File: src/rtl/intr_ctrl.sv
// Prioritised interrupt controller: pending/mask stage, lowest-index arbiter and a
// REQ/ACK/EOI handshake. Define INTR_EDGE_DETECT_EN for rising-edge sources; default is level.
module intr_ctrl #(
  parameter  int unsigned N_INTR     = 8,
  parameter  int unsigned ADDR_W     = 10,
  parameter  int unsigned VEC_BASE   = 860,
  parameter  int unsigned VEC_STRIDE = 20,
  localparam int unsigned ID_W       = (N_INTR > 1) ? $clog2(N_INTR) : 1
) (
  input  logic              clk,
  input  logic              reset,
  input  logic [N_INTR-1:0] intr_in,
  input  logic              mask_we,
  input  logic [N_INTR-1:0] mask_in,
  output logic [N_INTR-1:0] mask_out,
  output logic              intr_req,
  input  logic              intr_ack,
  input  logic              intr_eoi,
  output logic [ADDR_W-1:0] intr_dir_out,
  output logic [ID_W-1:0]   intr_id,
  output logic              busy
);

  localparam int unsigned VW = ADDR_W + ID_W;

  typedef enum logic [1:0] {
    S_IDLE    = 2'd0,
    S_REQ     = 2'd1,
    S_SERVICE = 2'd2
  } state_e;

  state_e              state_q, state_d;
  logic [N_INTR-1:0]   intr_s_q;
  logic [N_INTR-1:0]   mask_q;
  logic [N_INTR-1:0]   pending;
  logic [N_INTR-1:0]   eligible;
  logic                win_any;
  logic [ID_W-1:0]     win_idx;
  logic                req_q, req_d;
  logic                busy_q, busy_d;
  logic [ID_W-1:0]     id_q, id_d;
  logic [ADDR_W-1:0]   dir_q, dir_d;

  // Wrap-around is intentional: the vector table may straddle the top of program memory.
  function automatic logic [ADDR_W-1:0] vec_of(input logic [ID_W-1:0] idx);
    logic [VW-1:0] full;
    full = VW'(VEC_BASE) + VW'(idx) * VW'(VEC_STRIDE);
    return full[ADDR_W-1:0];
  endfunction

  // NOTE: sequential state uses non-blocking assignments so every register samples pre-edge values.
  always_ff @(posedge clk or posedge reset) begin
    if (reset) begin
      intr_s_q <= '0;
      mask_q   <= '1;
    end else begin
      intr_s_q <= intr_in;
      if (mask_we) mask_q <= mask_in;
    end
  end

`ifdef INTR_EDGE_DETECT_EN
  logic [N_INTR-1:0] pending_q, pending_d;
  logic [N_INTR-1:0] set_vec, clr_vec;

  // A fresh edge in the ack cycle must survive, so set is applied after clear.
  always_comb begin
    set_vec = intr_in & ~intr_s_q;
    clr_vec = '0;
    if (state_q == S_REQ && intr_ack) clr_vec = N_INTR'(1) << id_q;
    pending_d = (pending_q & ~clr_vec) | set_vec;
  end

  always_ff @(posedge clk or posedge reset) begin
    if (reset) pending_q <= '0;
    else       pending_q <= pending_d;
  end

  assign pending = pending_q;
`else
  // Level sources: pending tracks the synchronised line; the peripheral clears it.
  assign pending = intr_s_q;
`endif

  assign eligible = pending & mask_q;

  // Descending scan so the lowest set index is the last (winning) assignment.
  always_comb begin
    win_idx = '0;
    win_any = |eligible;
    for (int i = N_INTR - 1; i >= 0; i--) begin
      if (eligible[i]) win_idx = ID_W'(i);
    end
  end

  // NOTE: every combinational output gets a default first so no latch is inferred.
  always_comb begin
    state_d = state_q;
    id_d    = id_q;
    dir_d   = dir_q;
    unique case (state_q)
      S_IDLE: begin
        if (win_any) begin
          state_d = S_REQ;
          id_d    = win_idx;
          dir_d   = vec_of(win_idx);
        end
      end
      S_REQ: begin
        if (intr_ack) state_d = S_SERVICE;
      end
      S_SERVICE: begin
        if (intr_eoi) state_d = S_IDLE;
      end
      default: state_d = S_IDLE;
    endcase
    req_d  = (state_d == S_REQ);
    busy_d = (state_d != S_IDLE);
  end

  always_ff @(posedge clk or posedge reset) begin
    if (reset) begin
      state_q <= S_IDLE;
      req_q   <= 1'b0;
      busy_q  <= 1'b0;
      id_q    <= '0;
      dir_q   <= ADDR_W'(VEC_BASE);
    end else begin
      state_q <= state_d;
      req_q   <= req_d;
      busy_q  <= busy_d;
      id_q    <= id_d;
      dir_q   <= dir_d;
    end
  end

  assign mask_out     = mask_q;
  assign intr_req     = req_q;
  assign busy         = busy_q;
  assign intr_id      = id_q;
  assign intr_dir_out = dir_q;

endmodule
File: config.mk
export PLATFORM = sky130hd
export DESIGN_NAME = intr_ctrl
export DESIGN_NICKNAME = d
export VERILOG_FILES = /design/src/rtl/intr_ctrl.sv
export SDC_FILE = /design/constraint.sdc
export NUM_CORES = 1
export LEC_CHECK = 0
export BUFFER_PORTS_ARGS = -buffer_cell sky130_fd_sc_hd__buf_2
export CORE_MARGIN = 1
export CORE_UTILIZATION = 53
export DETAILED_ROUTE_END_ITERATION = 8
export PLACE_DENSITY = 0.93
export RECOVER_POWER = 25
export SYNTH_ARGS = -nofsm -noshare
export SYNTH_HDL_FRONTEND = slang
export SYNTH_SLANG_ARGS = --single-unit
export TNS_END_PERCENT = 5
File: constraint.sdc
create_clock -name clk -period 4.7 [get_ports clk]
set_clock_uncertainty 0.2 [all_clocks]
set_input_delay 0 -clock clk [delete_from_list [all_inputs] [get_ports clk]]
set_output_delay 0 -clock clk [all_outputs]
set_load 0.02 [all_outputs]
==> results.py <==
metrics = {
    "yosys": {
        "ys_seq_area_share_pct": 59.09,
        "synth_warnings": 0,
        "ys_types": 31,
        "syn-cell-area_um2": 1343,
        "netlist.area_leader.share_pct": 31.69,
        "ys_ff_latch": 31,
        "avgSynthCellArea_um2": 11.88,
        "synth.top_cells.by_area": "dfrtp_1 32%, dfstp_2 27%, mux2_2 7.5%",
        "synth.largest_area_cell": "dfrtp_1",
        "syn_inst": 113,
    },
    "job": {
        "max-cap-violations": 0,
    },
    "pwr": {
        "p_switching_mw": 0.3544,
        "swShare_pct": 38.04,
        "p_per_area_nw_per_um2": 498.1,
        "power_leakage_nw": 0.8754,
        "clockPowerShare_pct": 18.9,
        "p_int_mw": 0.5773,
        "seqPwrFrac_pct": 42.8,
        "ir_worst_vdd_mv": 0.4363,
        "comb_power_share_pct": 38.3,
    },
    "routing": {
        "wl_per_cell_um": 16.24,
        "vias": 1150,
        "ant_nets": 0,
        "detail_route.vias_per_cell": 5.399,
        "drtIter0Drc": 17,
        "totalWireLength_um": 3460,
        "dr.pass1.iters": 4,
        "remaining_drc_errors": 0,
    },
    "sta": {
        "min_period_ns": 2.765,
        "worstMarginPinSlew_ns": 1.117,
        "setup_tns_ns": 0,
        "slew_headroom_pct": 25.44,
        "setup_viol": 0,
        "finalCritPeriodShare_pct": 58.83,
        "report.final.slew_viol_count": 0,
        "grt_setup_unrepaired": "false",
        "max_freq_mhz": 361.7,
        "final_hold_viol_count": 0,
        "final.setup.worst_slack_ns": 1.935,
    },
    "cells_and_area": {
        "final_core_util_pct": 81.43,
        "area_growth_pct": 39.33,
        "nets": 209,
        "final_common_cell": "buf_2",
        "fillers": 127,
        "layout-drive-gt1-share_pct": 33.51,
        "antenna_cells": 0,
        "final_cell_mix": "30 x buf_2, 27 x dlygate4sd3_1, 18 x nand2_1, 17 x dfrtp_1, 14 x dfstp_2",
    },
    "global_routing": {
        "grt_use_total_pct": 30.38,
        "antenna_found_initial": 0,
        "grt_pass1_vias": 1270,
        "grt_pass1_wl_um": 5678,
        "grt_max_degree": 32,
        "grt_overflow": 0,
    },
    "die": {
        "die_area_um2": 2738,
        "ioPinCount": 44,
        "start_util_pct": 58.44,
        "dieHeight_um": 52.33,
        "core_um2": 2297,
        "die_w_um": 52.33,
        "fp-row-count": 17,
    },
    "critical_path": {
        "setup.worst_path.start": "mask_out[6]$_DFFE_PP1P_",
        "critPathCaptureType": "register",
        "cp_max_fo": 4,
        "r2r_start": "mask_out[6]$_DFFE_PP1P_",
        "critical_path.startpoint_type": "register",
        "worst_ep_arrival_time_ns": 2.84,
        "criticalPathCategory": "reg2reg",
        "required_ns": 4.77,
    },
    "cts": {
        "insertion_delay_ns": 0.34,
        "clockRootBuffer": "clkbuf_4",
        "post_cts_resized": 0,
        "cts.sinks": 31,
        "numCtsBuffers": 5,
        "clk_pin_slew_ns": 0.10,
        "cts_tree": "built",
        "clockBufferDepth": 2,
        "htreeDepth": 2,
    },
    "place": {
        "gp_congestion": 0.8149,
        "io_buffers": 41,
        "dp_hpwl_um": 2173,
        "post-place-ws_ns": 2.151,
    },
    "status": {
        "outcome": "finished clean",
    },
    "hold_path": {
        "hp-start": "intr_in[1]",
        "hp-class": "in2reg",
    },
}
logic make-up (layout without fill, tap and decap cells):
logic type      Yosys count  after routing  share of synthesized area [%]
xor+xnor                  1              1                         0.6525
fa+ha+maj                 4              4                          3.728
other cells               1              2                         0.2793
simple gates             33             33                          10.72
mux                       9              9                          7.549
compound gates           24             24                          13.52
flops                    31             31                          59.09
buf+inv                  10             81                          4.473
per-layer routing:
layer | vias to the layer above | GRT usage [%] | routed length, µm
li1 | 531 | - | -
met1 | 551 | 27.67 | 1202
met2 | 46 | 54.85 | 1876
met3 | 22 | 8.986 | 174
met4 | 0 | 23.68 | 206
met5 | - | 0 | 0
through the flow:
stage          hold WS (ns)  power [mW]  instances  cell area [µm²]
2_1_floorplan       -0.1686      0.6583        114             1346
3_5_place_dp       -0.09068      0.7406        178             1545
4_1_cts             0.09615      0.9357        213             1884
3_3_place_gp       -0.09044      0.7195        178             1545
6_report             0.1075      0.9317        213             1871
5_1_grt             0.09367      0.9897        213             1871
critical path: stages, from the launching register on:
cell and delay [ns]:
dfstp_2 0.57, a22o_1 0.28, nor2_1 0.11, nor3_1 0.45, ha_1 0.26, ha_1 0.16
ha_1 0.25, a21oi_1 0.21, nor2_1 0.08, o21ai_1 0.13
final cells by class:
cell class / instances / area (µm²) / area share (%)
flip-flops and latches: 31 / 793.3 / 42.41
multi-input cells: 73 / 493.0 / 26.35
well taps: 28 / 35.03 / 1.873
repair buffers: 68 / 461.7 / 24.68
inverters: 5 / 18.77 / 1.003
clock buffers: 8 / 68.82 / 3.679
power by group through the flow:
stage / clock, mW / combinational (mW) / sequential, mW
after floorplan: 0 / 0.187 / 0.471
after global placement: 0 / 0.324 / 0.395
after CTS: 0.177 / 0.362 / 0.397
after detailed placement: 0 / 0.340 / 0.401
after global routing: 0.190 / 0.392 / 0.407
final: 0.176 / 0.357 / 0.399
Yosys cell counts:
library cell  count
xnor2_1           1
mux2_2            9
clkbuf_1          1
o41ai_4           1
a22oi_1           1
nor2b_1           1
o31ai_1           1
buf_4             2
a22o_1            3
inv_1             5
a31oi_1           1
a32oi_1           2
nor4_1            1
buf_6             2
o21ai_0           2
nor3_1            1
o21ai_1           8
a21oi_1           2
dfstp_2          14
nand3_1           1
and2_1            1
nand2b_1          2
and3_1            2
a21o_1            1
nor2_1            6
nand2_1          18
conb_1            1
ha_1              4
o31a_1            1
o211ai_2          1
dfrtp_1          17
flip-flops by register name, summed over array words and instances, names as in the netlist:
signal	flops
intr_dir_out	8
intr_req	1
intr_id	3
intr_s_q	8
mask_out	8
busy	1
state_q	2
path summary, 6_finish.rpt:
kind                                                to  slack, ns  depth (start not counted)
setup / recovery           intr_dir_out[6]$_DFFE_PP1P_       1.93                          9
setup reg to reg           intr_dir_out[6]$_DFFE_PP1P_       1.93                          9
hold reg to reg            intr_dir_out[4]$_DFFE_PP1P_       0.27                          2
hold / removal                   intr_s_q[1]$_DFF_PP0_       0.11                          2
max in group asynchronous        intr_s_q[0]$_DFF_PP0_       3.34                          3
min in group asynchronous       intr_id[1]$_DFFE_PP0P_       0.29                          3
timing repair:
action | CTS | global route
setup buffers | 0 | 0
hold endpoints to repair | 37 | 0
hold buffers | 27 | 0
Power figures use the tool's default switching activity.
